## config.mk

```make
export PLATFORM = sky130hd
export DESIGN_NAME = uart_rx
export DESIGN_NICKNAME = d
export VERILOG_FILES = /design/src/rtl/uart_rx.sv
export SDC_FILE = /design/constraint.sdc
export NUM_CORES = 1
export LEC_CHECK = 0
export CELL_PAD_IN_SITES_DETAIL_PLACEMENT = 1
export CELL_PAD_IN_SITES_GLOBAL_PLACEMENT = 1
export CORE_MARGIN = 3
export CORE_UTILIZATION = 45
export DETAILED_ROUTE_END_ITERATION = 16
export GPL_TIMING_DRIVEN = 0
export HOLD_SLACK_MARGIN = 0.03
export PLACE_DENSITY_LB_ADDON = 0.1
export SLEW_MARGIN = 10
export SYNTH_ARGS = -nofsm -noshare
export SYNTH_HDL_FRONTEND = slang
export SYNTH_SLANG_ARGS = --single-unit
```

## constraint.sdc

```tcl
create_clock -name i_clk -period 2.32 [get_ports i_clk]
set_input_delay 0.464 -clock i_clk [delete_from_list [all_inputs] [get_ports i_clk]]
set_output_delay 0.464 -clock i_clk [all_outputs]
set_load 0.01 [all_outputs]
```

## src/rtl/uart_rx.sv

```systemverilog
// UART receiver: 1 start, 8 data (LSB first), 1 even-parity, 1 stop bit, mid-bit sampling.
// Optional build macro UART_RX_PARITY_CHECK_EN enables parity checking; otherwise o_parity_err is 0.
`timescale 1ns/1ps
module uart_rx #(
  parameter int INPUT_CLOCK_FREQ = 100_000_000,
  parameter int BAUD_RATE        = 9600,
  parameter int SYNC_STAGES      = 2
) (
  input  logic       i_clk,
  input  logic       i_rst_n,
  input  logic       i_rx,
  output logic [7:0] o_data,
  output logic       o_valid,
  output logic       o_parity_err,
  output logic       o_frame_err,
  output logic       o_busy
);

  localparam int CYCLES_PER_BAUD = INPUT_CLOCK_FREQ / BAUD_RATE;
  localparam int HALF_BAUD       = CYCLES_PER_BAUD / 2;
  localparam int CNT_W           = ($clog2(CYCLES_PER_BAUD) > 14) ? $clog2(CYCLES_PER_BAUD) : 14;
  localparam logic [CNT_W-1:0] FULL_LAST = CNT_W'(CYCLES_PER_BAUD - 1);
  localparam logic [CNT_W-1:0] HALF_LAST = CNT_W'(HALF_BAUD - 1);

  typedef enum logic [2:0] {IDLE, START, DATA, PARITY, STOP} state_t;

  state_t                 state_q;
  logic [SYNC_STAGES-1:0] sync_q;
  logic                   rx_prev_q;
  logic [CNT_W-1:0]       cnt_q;
  logic [2:0]             bit_q;
  logic [7:0]             shift_q;
  logic [7:0]             data_q;
  logic                   valid_q;
  logic                   ferr_q;
  logic                   busy_q;
  logic                   rx_s;
  logic                   start_edge;
  logic                   bit_tick;

  assign rx_s       = sync_q[SYNC_STAGES-1];
  assign start_edge = (state_q == IDLE) && rx_prev_q && !rx_s;
  assign bit_tick   = (cnt_q == FULL_LAST);

  // Synchroniser and edge history idle high so reset never looks like a start bit.
  always_ff @(posedge i_clk) begin
    if (!i_rst_n) begin
      sync_q    <= '1;
      rx_prev_q <= 1'b1;
    end else begin
      sync_q    <= {sync_q[SYNC_STAGES-2:0], i_rx};
      rx_prev_q <= rx_s;
    end
  end

  // Data bits arrive LSB first, so shifting right leaves bit 0 in place after 8 samples.
  always_ff @(posedge i_clk) begin
    if (state_q == DATA && bit_tick) begin
      shift_q <= {rx_s, shift_q[7:1]};
    end
  end

`ifdef UART_RX_PARITY_CHECK_EN
  logic perr_pend_q;
  logic perr_q;

  function automatic logic parity_bad(input logic p, input logic [7:0] d);
    return p ^ (^d);
  endfunction

  always_ff @(posedge i_clk) begin
    if (!i_rst_n) begin
      perr_pend_q <= 1'b0;
      perr_q      <= 1'b0;
    end else begin
      if (state_q == PARITY && bit_tick) begin
        perr_pend_q <= parity_bad(rx_s, shift_q);
      end
      if (state_q == STOP && bit_tick) begin
        perr_q <= perr_pend_q;
      end
    end
  end

  assign o_parity_err = perr_q;
`else
  assign o_parity_err = 1'b0;
`endif

  always_ff @(posedge i_clk) begin
    if (!i_rst_n) begin
      state_q <= IDLE;
      cnt_q   <= '0;
      bit_q   <= '0;
      data_q  <= '0;
      valid_q <= 1'b0;
      ferr_q  <= 1'b0;
      busy_q  <= 1'b0;
    end else begin
      valid_q <= 1'b0;
      case (state_q)
        IDLE: begin
          cnt_q <= '0;
          if (start_edge) begin
            state_q <= START;
            busy_q  <= 1'b1;
          end
        end
        START: begin
          if (cnt_q == HALF_LAST) begin
            cnt_q <= '0;
            bit_q <= '0;
            // A line back high at the start-bit centre was only a glitch.
            if (rx_s) begin
              state_q <= IDLE;
              busy_q  <= 1'b0;
            end else begin
              state_q <= DATA;
            end
          end else begin
            cnt_q <= cnt_q + 1'b1;
          end
        end
        DATA: begin
          if (bit_tick) begin
            cnt_q <= '0;
            if (bit_q == 3'd7) begin
              state_q <= PARITY;
            end else begin
              bit_q <= bit_q + 1'b1;
            end
          end else begin
            cnt_q <= cnt_q + 1'b1;
          end
        end
        PARITY: begin
          if (bit_tick) begin
            cnt_q   <= '0;
            state_q <= STOP;
          end else begin
            cnt_q <= cnt_q + 1'b1;
          end
        end
        STOP: begin
          if (bit_tick) begin
            // Leaving at mid-stop lets a following start bit be caught with no idle gap.
            cnt_q   <= '0;
            state_q <= IDLE;
            busy_q  <= 1'b0;
            valid_q <= 1'b1;
            data_q  <= shift_q;
            ferr_q  <= ~rx_s;
          end else begin
            cnt_q <= cnt_q + 1'b1;
          end
        end
        default: begin
          state_q <= IDLE;
          cnt_q   <= '0;
          busy_q  <= 1'b0;
        end
      endcase
    end
  end

  assign o_data      = data_q;
  assign o_valid     = valid_q;
  assign o_frame_err = ferr_q;
  assign o_busy      = busy_q;

endmodule

```

; Word level (Yosys, flattened, before mapping)
; Index checks and enable logic that the tools add are counted.
[classes]
n_addsub = 2
eq_ne = 15
muxes = 21
n_bitwise = 2
n_reduce_logical = 13
[ops]
columns = operator, n
row1 = two-way mux 14 bit, 2
row2 = one-hot mux 14 bit (2 select lines), 1
row3 = two-way mux 3 bit, 9
row4 = one-hot mux 3 bit (5 select lines), 1
row5 = adder 14 x 1 -> 14 bit (second input constant), 1
row6 = == test 14 x 13 -> 1 bit (second input constant), 1
row7 = == test 14 bit (second input constant), 1
row8 = inequality test 2 bit (second input constant), 7
row9 = == test 3 x 2 -> 1 bit (second input constant), 2
row10 = == test 3 bit (second input constant), 2
row11 = one-hot mux 3 bit (2 select lines), 1
row12 = AND reduction 6 bit, 1
row13 = two-way mux 1 bit, 5
row14 = AND reduction 5 bit, 1
row15 = one-hot mux 1 bit (4 select lines), 1
row16 = AND reduction 2 bit, 2
row17 = AND reduction 4 bit, 1
row18 = adder 3 x 1 -> 3 bit (second input constant), 1
row19 = == test 3 x 1 -> 1 bit (second input constant), 1
row20 = logical AND 1 bit, 3
row21 = logical NOT 3 bit, 1
row22 = OR reduction 3 bit, 1
row23 = two-way mux 2 bit, 1
row24 = inequality test 2 x 1 -> 1 bit (second input constant), 1
row25 = 4 further kinds, 5
[totals]
reg_bits = 42
in_bits = 3
out_inout_bits = 12

; Depth between registers and ports, before layout
[logic_depth]
ltp_word = 5
ltp_mapped = 6
ltp_nobuf = 5

; Least setup slack after synthesis
; No wires, ideal clock.
[synth_path]
kind = register -> register
startpoint = register cnt_q[4]
endpoint = register shift_q[0], enable pin
arrival_ns = 1.534
path_slack_ns = 0.402
path_stages_with_launch = 5
path_buffers = 1
period_less_slack_ns = 1.918
path_cell_list = dfxtp_1 buf_2 nor4b_1 nand4_1 nor3_1
[synth_between]
elab_chain_len = 2
[synth_rtl]
columns = element, line_no
row1 = start: declaration, 30  ; logic [CNT_W-1:0] cnt_q;
row2 = start signal: assignment, 121  ; cnt_q <= cnt_q + 1'b1;
row3 = start signal: assignment, 133  ; cnt_q <= cnt_q + 1'b1;
row4 = start signal: assignment, 141  ; cnt_q <= cnt_q + 1'b1;
row5 = == test 14 bit, 43  ; assign bit_tick = (cnt_q == FULL_LAST);
row6 = logical AND 1 bit, 58  ; if (state_q == DATA && bit_tick) begin
row7 = end signal: assignment, 59  ; shift_q <= {rx_s, shift_q[7:1]};
row8 = end: declaration, 32  ; logic [7:0] shift_q;
; No other way between the ends.
; A chain may end at the register's enable or synchronous reset.

; Final worst setup path
[layout_path]
startpoint = register cnt_q[0]
endpoint = register data_q[0] (netlist: o_data[0])
[layout_between]
elab_chain_len = 2
[layout_rtl]
columns = element, line_no
row1 = == test 14 bit, 43
row2 = AND reduction 2 bit (no source line), n/a
row3 = end signal: assignment, 151  ; data_q <= shift_q;
row4 = end: declaration, 33  ; logic [7:0] data_q;
; No other way between the ends.

==> flow_summary.yaml <==
worst_hold_path:
  hold_path_class: "reg -> reg"
  hold_end: "sync_q[1]"
  min_from: "sync_q[0]"
  whs_path_depth: 1
synth:
  ys_types: 45
  yosysTopAreaCell: "dfxtp_1"
  syn_nets: 208
  ys_seq_elements: 42
  synth_edf_count: 8
  syn_avg_cell_area_um2: 9.817
  ys_seq_area_share_pct: 46.67
  yosys-top-cells-area: "dfxtp_1 (34%), edfxtp_1 (12%), a21oi_2 (4.4%)"
  yosysTopAreaCellShare_pct: 34.50
  synthArstFlopShare_pct: 0
  netlist_area_um2: 1973
  yosysMostFrequentCell: "dfxtp_1"
  synthFlopType: "dfxtp_1"
  synth.cells.most_frequent: "dfxtp_1 (34), nand3_1 (15), a21oi_1 (14)"
  synth_warnings: 0
  syn_inst: 201
critical_path:
  reg2reg_slack_ns: 0.29
  crit_path_end_kind: "flip-flop"
  ff2ff_path_depth: 6
  crit_path_start_kind: "flip-flop"
  cp.required_ns: 2.54
  critPathMaxFanout: 10
  r2r-end: "o_data[0]"
  r2r-start: "cnt_q[0]"
  critPathArrivalTime_ns: 2.25
  crit_type: "reg -> reg"
clock_network:
  hold_buffers: 0
  cts_root_buffer: "clkbuf_8"
  cts_tree: "yes"
  htree_levels: 2
  insertion_delay_ns: 0.29
  clk_transition_reported_paths_ns: 0.08
  clk_path_buf_depth: 2
  cts_buffers: 5
  clock-sinks: 42
sta:
  setup_violations: 0
  slew_headroom_pct: 59.99
  worstMarginPinSlew_ns: 0.5969
  skew_ns: 0.003667
  slew_viol_final: 0
  setup_slack_ns: 0.2938
  grt_setup_unrepaired: "no"
  max_clock_freq_mhz: 493.5
  setup_tns_ns: 0
  hold_violations: 0
  layout_min_cycle_time_ns: 2.026
  fin_crit_sh_pct: 87.34
power_and_ir_drop:
  peakVddDrop_mv: 0.2828
  power.density_nw_per_um2: 596.2
  total_power_uw: 1360
  cellLeakagePower_uw: 0.0007157
  internal_power_uw: 1081
  p_comb_share_pct: 2.7
  swShare_pct: 20.52
  power_switching_uw: 279.1
  clockPowerShare_pct: 42.4
  seq_power_share_pct: 54.9
global_routing:
  grtUsageTotal_pct: 18.76
  grt_pass1_wl_um: 7762
  grt_antenna_before_repair: 0
  grt_pass1_vias: 1569
  grt_start_max_net_pins: 14
  grt_overflow: 0
drt:
  initialDrtViolationCount: 73
  num_vias: 1583
  drtPass1Iterations: 4
  vias_per_cell: 5.820
  ant_nets: 0
  wl_per_cell_um: 16.37
  drc: 0
  drt_wl_total_um: 4452
floorplanning:
  dieArea_um2: 5215
  core-area_um2: 4115
  die_w_um: 72.22
  num_io_pins: 15
  start_util_pct: 47.95
  chipHeight_um: 72.22
  row_count: 23
job:
  maxCapViolCount: 0
placed_design:
  dpl_cell_area_um2: 2166
  hpwl_um: 3264
  place_congestion: 0.8113
  dp.cells: 264
  portBuffers: 13
  pre_cts_ws_ns: -0.04630
cells_and_area:
  final_cells: 272
  antennaDiodeCount: 0
  final_area_um2: 2281
  layout-drive-gt1-share_pct: 13.06
  area_delta_synth_final_pct: 15.60
  final_net_count: 228
run_status:
  outcome: "finished clean"
==> layer usage <==
metal | GRT usage, % | vias to the layer above | part of all wire, %
met5 | 0 | - | 0
met4 | 5.010 | 0 | 0.99
met3 | 3.324 | 5 | 3.4
met2 | 30.54 | 23 | 47
met1 | 25.65 | 790 | 49
li1 | - | 765 | -
==> what timing repair did <==
action / in CTS / in global routing
setup buffers: 0 / 0
endpoints found under the setup margin: 8 / 0
resized for setup: 1 / 0
==> final cells by class <==
type,instances,area (µm²)
timing repair buffer,13,130.1
fill,470,1834
inverter,4,15.01
sequential,42,920.9
clock buffer,6,72.57
multi-input combinational,138,944.7
clock inverter,2,37.54
buffer,17,97.59
tap,50,62.56
==> worst max-delay path, cell delays in order (launching register included) <==
cell and delay [ns]:
dfxtp_1 0.42, ha_1 0.32, nand3_1 0.21, nor4_4 0.48, buf_4 0.26, nand3_1 0.09, a21oi_1 0.17
==> through the flow <==
stage | util, % | hold slack [ns]
final | 55.43 | 0.4175
after global placement | 52.63 | 0.3932
after global routing | 55.43 | 0.4431
after CTS | 55.43 | 0.4235
after detailed placement | 52.63 | 0.4029
after floorplan | - | 0.3863
==> state kept, by name, indices dropped and copies added (netlist names) <==
signal / flops
rx_prev_q: 1
o_data: 8
state_q: 3
o_busy: 1
o_valid: 1
bit_q: 3
cnt_q: 14
shift_q: 8
sync_q: 2
o_frame_err: 1
==> logic make-up (layout without fill, tap and decap cells) <==
kind of cell	after synthesis	count (layout)	share of synthesized area (%)
simple gates	75	75	24.22
compound gates	46	46	15.22
flops	42	42	46.67
buf+inv	21	42	5.707
xor+xnor	11	11	4.883
fa+ha+maj	4	4	2.537
other cells	1	1	0.1901
mux	1	1	0.5707
==> worst max path at each step <==
| stage | endpoint | start | depth (start not counted) |
|---|---|---|---|
| floorplan | shift_q[0] | cnt_q[4] | 4 |
| global placement | shift_q[2] | state_q[1] | 4 |
| detailed placement | shift_q[3] | cnt_q[0] | 4 |
| CTS | cnt_q[3] | cnt_q[4] | 6 |
| global route | shift_q[3] | state_q[1] | 4 |
| finish | o_data[0] | cnt_q[0] | 6 |
==> placed cells by master, fill, tap and decap left out, types with 2 or more instances in the layout <==
| cell | n |
|---|---|
| nor3_1 | 4 |
| nand4_1 | 5 |
| nor4_1 | 2 |
| nand4bb_1 | 2 |
| buf_2 | 2 |
| dfxtp_1 | 34 |
| nor4b_1 | 2 |
| nor4_4 | 2 |
| xor2_1 | 2 |
| a21oi_1 | 14 |
| nor2_1 | 6 |
| nor3b_1 | 3 |
| nand2b_1 | 5 |
| o22ai_1 | 4 |
| clkdlybuf4s50_1 | 13 |
| buf_4 | 2 |
| or3_1 | 3 |
| xnor2_1 | 9 |
| nand3_1 | 15 |
| nand2_1 | 12 |
| nand4b_1 | 2 |
| ha_1 | 4 |
| and4b_1 | 2 |
| inv_1 | 4 |
| a21oi_2 | 10 |
| o21ai_0 | 12 |
| nand3b_1 | 2 |
| edfxtp_1 | 8 |
| clkbuf_1 | 12 |
| clkbuf_8 | 5 |
==> power by group through the flow <==
stage                     registers, µW  clock network [µW]  logic, µW
after global routing                747                 620       40.6
after CTS                           747                 587       36.7
after floorplan                     763                   0       24.2
after detailed placement            764                   0       36.6
final                               746                 577       36.9
after global placement              763                   0       35.0
Note: power is estimated with default switching activity, not from simulation.
